**src/rtl/sha2_pkg.sv**
```systemverilog
// Shared definitions for the SHA-2 message block packer.
//  - SHA variant encodings of the sha_type input
//  - block sizes in 64-bit words
//  - packer FSM state and emit-mode enums
//  - the padding byte that follows the last message byte
package sha2_pkg;

  localparam logic [1:0] SHA_256 = 2'b00;
  localparam logic [1:0] SHA_512 = 2'b01;

  localparam int unsigned BLK_WORDS_256 = 8;
  localparam int unsigned BLK_WORDS_512 = 16;

  localparam logic [7:0] PAD_BYTE = 8'h80;

  typedef enum logic [1:0] {
    StFill,
    StPad,
    StEmit
  } state_e;

  // What happens after the block currently being emitted.
  typedef enum logic [1:0] {
    ModeData,     // more message words follow: back to FILL
    ModePadMore,  // message ended but length did not fit: build another padded block
    ModeFinal     // block carries the length field: message done
  } mode_e;

endpackage

```
**src/rtl/sha_pad_word.sv**
```systemverilog
// Combinational helper for the last word of a message.
//  tdata    in   64  message word, first byte in [63:56]
//  tkeep    in   8   MSB-contiguous byte valid mask
//  word     out  64  valid bytes kept, 0x80 in the first invalid byte, zeros after
//  pad_next out  1   all bytes valid: the 0x80 byte must go into the following word
//  popcnt   out  4   number of valid bytes
module sha_pad_word
  import sha2_pkg::*;
(
  input  logic [63:0] tdata,
  input  logic [7:0]  tkeep,
  output logic [63:0] word,
  output logic        pad_next,
  output logic [3:0]  popcnt
);

  always_comb begin
    popcnt = '0;
    for (int i = 0; i < 8; i++) begin
      popcnt = popcnt + 4'(tkeep[i]);
    end
    word = '0;
    // Byte b = 0 is the first message byte; tkeep is MSB-contiguous so the first
    // invalid byte sits at position popcnt.
    for (int b = 0; b < 8; b++) begin
      if (tkeep[7-b]) begin
        word[63-8*b -: 8] = tdata[63-8*b -: 8];
      end else if (4'(b) == popcnt) begin
        word[63-8*b -: 8] = PAD_BYTE;
      end
    end
    pad_next = (tkeep == 8'hFF);
  end

endmodule

```
**src/rtl/sha_block_packer.sv**
```systemverilog
// Packs a byte stream of 64-bit big-endian words into SHA-2 padded message blocks
// and emits them as 512-bit beats (one beat per SHA-256 block, two per SHA-512 block).
//  axi_aclk/axi_reset        clock, asynchronous active-high reset
//  sha_type                  00 SHA-256, otherwise SHA-512/384; sampled on first word
//  en                        gates input acceptance only
//  s_axis_t{data,keep,valid,last}, s_axis_tready   message word input
//  m_axis_t{data,valid,last}, m_axis_tready        block beat output
//  busy                      first accepted word until final beat handshake
module sha_block_packer
  import sha2_pkg::*;
#(
  parameter int unsigned P_S_AXIS_DATA_WIDTH = 64,
  parameter int unsigned P_M_AXIS_DATA_WIDTH = 512,
  parameter int unsigned LEN_CNT_WIDTH       = 64
) (
  input  logic                             axi_aclk,
  input  logic                             axi_reset,
  input  logic [1:0]                       sha_type,
  input  logic                             en,
  input  logic [P_S_AXIS_DATA_WIDTH-1:0]   s_axis_tdata,
  input  logic [P_S_AXIS_DATA_WIDTH/8-1:0] s_axis_tkeep,
  input  logic                             s_axis_tvalid,
  output logic                             s_axis_tready,
  input  logic                             s_axis_tlast,
  output logic [P_M_AXIS_DATA_WIDTH-1:0]   m_axis_tdata,
  output logic                             m_axis_tvalid,
  input  logic                             m_axis_tready,
  output logic                             m_axis_tlast,
  output logic                             busy
);

  state_e                   state_q, state_d;
  mode_e                    mode_q, mode_d;
  logic [3:0]               word_cnt_q, word_cnt_d;
  logic                     beat_q, beat_d;
  logic                     is512_q, is512_d;
  logic                     pad80_q, pad80_d;  // 0x80 word still owed
  logic                     more_q, more_d;    // current padded block cannot hold the length
  logic                     busy_q, busy_d;
  logic [LEN_CNT_WIDTH-1:0] bit_len_q, bit_len_d;
  logic [63:0]              blk_q [16];

  logic        wr_en;
  logic [63:0] wr_data;
  logic [63:0] pad_word;
  logic        pad_next;
  logic [3:0]  popcnt;
  logic        is512, fill_hs, more_now;
  logic [3:0]  last_idx, len_idx;

  sha_pad_word u_pad_word (
    .tdata    (s_axis_tdata),
    .tkeep    (s_axis_tkeep),
    .word     (pad_word),
    .pad_next (pad_next),
    .popcnt   (popcnt)
  );

  // Block size is taken live from sha_type on the first word of a message only.
  assign is512    = (state_q == StFill && !busy_q) ? (sha_type != SHA_256) : is512_q;
  assign last_idx = is512 ? 4'(BLK_WORDS_512 - 1) : 4'(BLK_WORDS_256 - 1);
  assign len_idx  = is512 ? 4'(BLK_WORDS_512 - 2) : 4'(BLK_WORDS_256 - 1);
  assign more_now = more_q || (pad80_q && word_cnt_q >= len_idx);

  assign s_axis_tready = (state_q == StFill) && en && !axi_reset;
  assign fill_hs       = s_axis_tready && s_axis_tvalid;

  always_comb begin
    state_d    = state_q;
    mode_d     = mode_q;
    word_cnt_d = word_cnt_q;
    beat_d     = beat_q;
    is512_d    = is512_q;
    pad80_d    = pad80_q;
    more_d     = more_q;
    busy_d     = busy_q;
    bit_len_d  = bit_len_q;
    wr_en      = 1'b0;
    wr_data    = '0;
    unique case (state_q)
      StFill: begin
        if (fill_hs) begin
          wr_en      = 1'b1;
          busy_d     = 1'b1;
          is512_d    = is512;
          bit_len_d  = bit_len_q + LEN_CNT_WIDTH'({popcnt, 3'b000});
          word_cnt_d = word_cnt_q + 4'd1;
          if (s_axis_tlast) begin
            wr_data = pad_word;
            pad80_d = pad_next;
            more_d  = !pad_next && (word_cnt_q >= len_idx);
            if (word_cnt_q == last_idx) begin
              state_d    = StEmit;
              mode_d     = ModePadMore;
              word_cnt_d = '0;
              beat_d     = 1'b0;
            end else begin
              state_d = StPad;
            end
          end else begin
            wr_data = s_axis_tdata;
            if (word_cnt_q == last_idx) begin
              state_d    = StEmit;
              mode_d     = ModeData;
              word_cnt_d = '0;
              beat_d     = 1'b0;
            end
          end
        end
      end
      StPad: begin
        wr_en      = 1'b1;
        word_cnt_d = word_cnt_q + 4'd1;
        pad80_d    = 1'b0;
        more_d     = more_now;
        if (pad80_q) begin
          wr_data = {PAD_BYTE, 56'b0};
        end else if (!more_now && word_cnt_q == last_idx) begin
          // Upper 64 bits of the SHA-512 length are always zero, so only the
          // last word needs the count.
          wr_data = 64'(bit_len_q);
        end
        if (word_cnt_q == last_idx) begin
          state_d    = StEmit;
          mode_d     = more_now ? ModePadMore : ModeFinal;
          word_cnt_d = '0;
          beat_d     = 1'b0;
        end
      end
      StEmit: begin
        if (m_axis_tready) begin
          if (beat_q == is512_q) begin
            unique case (mode_q)
              ModeData:    state_d = StFill;
              ModePadMore: begin
                state_d = StPad;
                more_d  = 1'b0;
              end
              ModeFinal: begin
                state_d   = StFill;
                bit_len_d = '0;
                busy_d    = 1'b0;
              end
              default:     state_d = StFill;
            endcase
          end else begin
            beat_d = 1'b1;
          end
        end
      end
      default: state_d = StFill;
    endcase
  end

  always_ff @(posedge axi_aclk or posedge axi_reset) begin
    if (axi_reset) begin
      state_q    <= StFill;
      mode_q     <= ModeData;
      word_cnt_q <= '0;
      beat_q     <= 1'b0;
      is512_q    <= 1'b0;
      pad80_q    <= 1'b0;
      more_q     <= 1'b0;
      busy_q     <= 1'b0;
      bit_len_q  <= '0;
    end else begin
      state_q    <= state_d;
      mode_q     <= mode_d;
      word_cnt_q <= word_cnt_d;
      beat_q     <= beat_d;
      is512_q    <= is512_d;
      pad80_q    <= pad80_d;
      more_q     <= more_d;
      busy_q     <= busy_d;
      bit_len_q  <= bit_len_d;
    end
  end

  always_ff @(posedge axi_aclk or posedge axi_reset) begin
    if (axi_reset) begin
      for (int i = 0; i < 16; i++) begin
        blk_q[i] <= '0;
      end
    end else if (wr_en) begin
      blk_q[word_cnt_q] <= wr_data;
    end
  end

  always_comb begin
    m_axis_tdata = '0;
    for (int i = 0; i < 8; i++) begin
      m_axis_tdata[511-64*i -: 64] = blk_q[{beat_q, 3'(i)}];
    end
  end

  assign m_axis_tvalid = (state_q == StEmit);
  assign m_axis_tlast  = m_axis_tvalid && (mode_q == ModeFinal) && (beat_q == is512_q);
  assign busy          = busy_q;

endmodule

```
**config.mk**
```make
export PLATFORM = sky130hd
export DESIGN_NAME = sha_block_packer
export DESIGN_NICKNAME = d
export VERILOG_FILES = /design/src/rtl/sha2_pkg.sv /design/src/rtl/sha_pad_word.sv /design/src/rtl/sha_block_packer.sv
export SDC_FILE = /design/constraint.sdc
export NUM_CORES = 2
export LEC_CHECK = 0
export CORE_MARGIN = 1.5
export CORE_UTILIZATION = 65
export CTS_BUF_LIST = sky130_fd_sc_hd__clkbuf_8
export CTS_CLUSTER_SIZE = 14
export DETAILED_ROUTE_END_ITERATION = 12
export DONT_BUFFER_PORTS = 1
export HOLD_SLACK_MARGIN = 0.03
export PLACE_DENSITY = 0.82
export SLEW_MARGIN = 20
export SYNTH_ARGS = -nofsm -noshare
export SYNTH_HDL_FRONTEND = slang
export SYNTH_SLANG_ARGS = --single-unit
```
**constraint.sdc**
```tcl
create_clock -name axi_aclk -period 78.5 [get_ports axi_aclk]
set_clock_uncertainty 0.2 [all_clocks]
set_input_delay 11.775 -clock axi_aclk [delete_from_list [all_inputs] [get_ports axi_aclk]]
set_output_delay 11.775 -clock axi_aclk [all_outputs]
set_load 0.1 [all_outputs]
```
==> metrics.txt <==
status=completed; share of cells above drive strength 1=0.194; Synthesized Nets=4686; MaxCap Viol Count=0; fin area=0.0514 mm²; Mapped Cells=4583; Synth top area share=0.583; Peak VDD IR=0.0220 mV; placed standard-cell area=0.0476 mm²; flops & latches, synth=1098; Leak=23.6 nW; Post-layout nets=4602; largest stage delay on the critical path=940 ps; synthesized area=0.0471 mm²; H-tree levels=4; slew margin rel.=0.214; Setup Crit Path Kind=in -> out; YS warnings=0; Critical Path End Type=primary output; # clock sinks=1098; TritonRoute pass-1 iters=5; DPL Wire Length=84.4 mm; Worst Path Arrival=13400 ps; vias=34600; sequential share of power=0.416; dominant cell type by area after synthesis=dfrtp_1; I/O pin cnt=596; clock network fraction of design power=0.298; Post-CTS Resized=0; Worst Max-Slew Pin Slew=1180 ps; final antenna-violating net count=0; main combinational cell family by area after synthesis=compound AO/OA/AOI/OAI gates; Finish-stage setup viols=0; proportion of synthesized area in mux cells=0.123; CP delay by family, top=simple AND/OR/NAND/NOR gates; top cells by count, synth=1098 x dfrtp_1, 1024 x nand2_1, 1008 x o21ai_0; Worst-Skew Late Latency=810 ps; post-synthesis adder-cell area fraction=0.00691; critical path's slowest cell=and3_1; fin crit period=25380 ps; FMAX=39.4 MHz; DR DRC count=0; final worst setup slack=53120 ps; Distinct cells, synth=58; top post-synthesis cells by area=dfrtp_1 58%, mux2_2 12%, o21ai_0 11%, nand2_1 8.2%, clkbuf_1 2.5%; gr usage total=0.363; sequential share of the synthesized area=0.583; WP buf/inv=1; combinational share of power=0.287; DIE HEIGHT=272 µm; std cell rows=98; clk buf depth=3; Num CTS Buffers=174; CP startpoint kind=input port; XOR/XNOR Fraction of Synth Area=0.00297; drt wl/cell=24.0 µm; R2R setup slack=73950 ps; internal power=0.000983 W; starting density of the core=0.658; DP Worst Slack=53140 ps; Layout area overhead=9.19%; drt total wl=134 mm; first-pass GRT wire length=204 mm; post-CTS setup buffers=0; Post-Syn Area per Cell=10.3 µm²; CTS Hold Bufs=0; die width=272 µm; Clock Tree Root=clkbuf_8; Fillers=4976; Hold Fails Final Rpt=0; worst path required time=66530 ps; cell with the most instances after synthesis=dfrtp_1; pin count of the biggest net entering global routing=173; Switching Power=0.000670 W; vias per cell=6.19; Sw Share=0.406; CP Cell Sequence=inv_8 > and3_1; 1st-iter DRT viols=2950; CP Max Fanout=133; CORE AREA=0.0716 mm²; antenna violations before repair=17; Final Cycle Share=0.323; RSZ-0062 raised after global routing=no; min-delay worst type=reg -> reg; PD cells=32.1 mW/mm²; RD Place Congestion=0.844; clock transition at the registers of the reported paths=60 ps; DIE AREA=0.0741 mm²; number of global-route vias before repair=33700; Synth Area in Simple Gates=0.111; setup TNS=0 ps; Max Transition Viols Final=0; CTS tree=yes; GRT overflow=0; I/O Buffers=0; EDFF count, synth=0; Async SR Flop Fraction=1.00; Post-synth top flop=dfrtp_1; Compound-Gate Fraction of Synth Area=0.140
-- cell usage in the layout, fill, tap and decap left out, types with 57 or more instances in the layout --
| cell | synthesis | routed |
|---|---|---|
| a21oi_1 | 116 | 115 |
| a22oi_1 | 57 | 57 |
| buf_4 | 1 | 72 |
| clkbuf_8 | 0 | 221 |
| dfrtp_1 | 1098 | 1097 |
| inv_1 | 43 | 93 |
| mux2_2 | 512 | 512 |
| nand2_1 | 1024 | 1018 |
| nor2_1 | 87 | 84 |
| o21ai_0 | 1008 | 1007 |
-- stage by stage --
step	cells	power [W]	hold WS (ps)	utilization
floorplan	4583	0.00108	244	-
global placement	5244	0.00115	254	0.665
detailed placement	5250	0.00117	264	0.665
CTS	5551	0.00165	277	0.715
global route	5584	0.00172	288	0.718
finish	5586	0.00165	272	0.718
-- layer usage --
metal  up-vias  routed length, µm  track usage
li1      15600                  -            -
met1     17000              53700        0.488
met2      1531              60900        0.545
met3       416              12000       0.0969
met4        10               7350        0.195
met5         -                 63            0
-- cell type report --
type | instances | area [µm²] | area share
clock buffer | 221 | 3040 | 0.0591
multi-input combinational | 3082 | 18200 | 0.354
clock inverter | 80 | 500 | 0.00973
timing repair buffer | 100 | 810 | 0.0157
antenna | 12 | 30.0 | 0.000584
sequential | 1098 | 27500 | 0.534
tap | 950 | 1190 | 0.0231
inverter | 43 | 169 | 0.00328
-- sequential cells by signal, summed over array words and instances (netlist names), 2 cells and up --
signal      cells
bit_len_q      61
word_cnt_q      4
state_q         2
mode_q          2
blk_q        1024
-- power groups by stage --
| stage | Clock (W) | Combinational [W] | Sequential, W |
|---|---|---|---|
| 2_1_floorplan | 0 | 0.000398 | 0.000685 |
| 3_3_place_gp | 0 | 0.000460 | 0.000691 |
| 3_5_place_dp | 0 | 0.000469 | 0.000696 |
| 4_1_cts | 0.000497 | 0.000471 | 0.000687 |
| 5_1_grt | 0.000523 | 0.000498 | 0.000696 |
| 6_report | 0.000492 | 0.000474 | 0.000687 |
-- worst reg2reg max path: stages (launching register included) --
cell	delay, ps
dfrtp_4	920
buf_12	540
xor2_1	370
a221oi_4	810
nand4_2	750
or4_1	720
a21oi_1	160
-- logic make-up (layout without fill, tap and decap cells) --
family          count (synthesis)  count (layout)
buf+inv                       403             444
mux                           515             515
compound gates               1247            1247
other cells                     0              12
flops                        1098            1098
simple gates                 1281            1281
fa+ha+maj                      23              23
xor+xnor                       16              16
-- final timing paths --
path	startpoint	end	depth (start not counted)
worst max-delay path	axi_reset	s_axis_tready	2
worst min-delay path	blk_q[694]$_DFFE_PP0P_	blk_q[694]$_DFFE_PP0P_	2
worst max register to register	beat_q$_DFFE_PP0P_	bit_len_q[63]$_DFFE_PP0P_	6
worst min register to register	blk_q[694]$_DFFE_PP0P_	blk_q[694]$_DFFE_PP0P_	2
max in group asynchronous	axi_reset	blk_q[331]$_DFFE_PP0P_	5
min in group asynchronous	axi_reset	blk_q[826]$_DFFE_PP0P_	1
(Power assumes the default switching activity.)
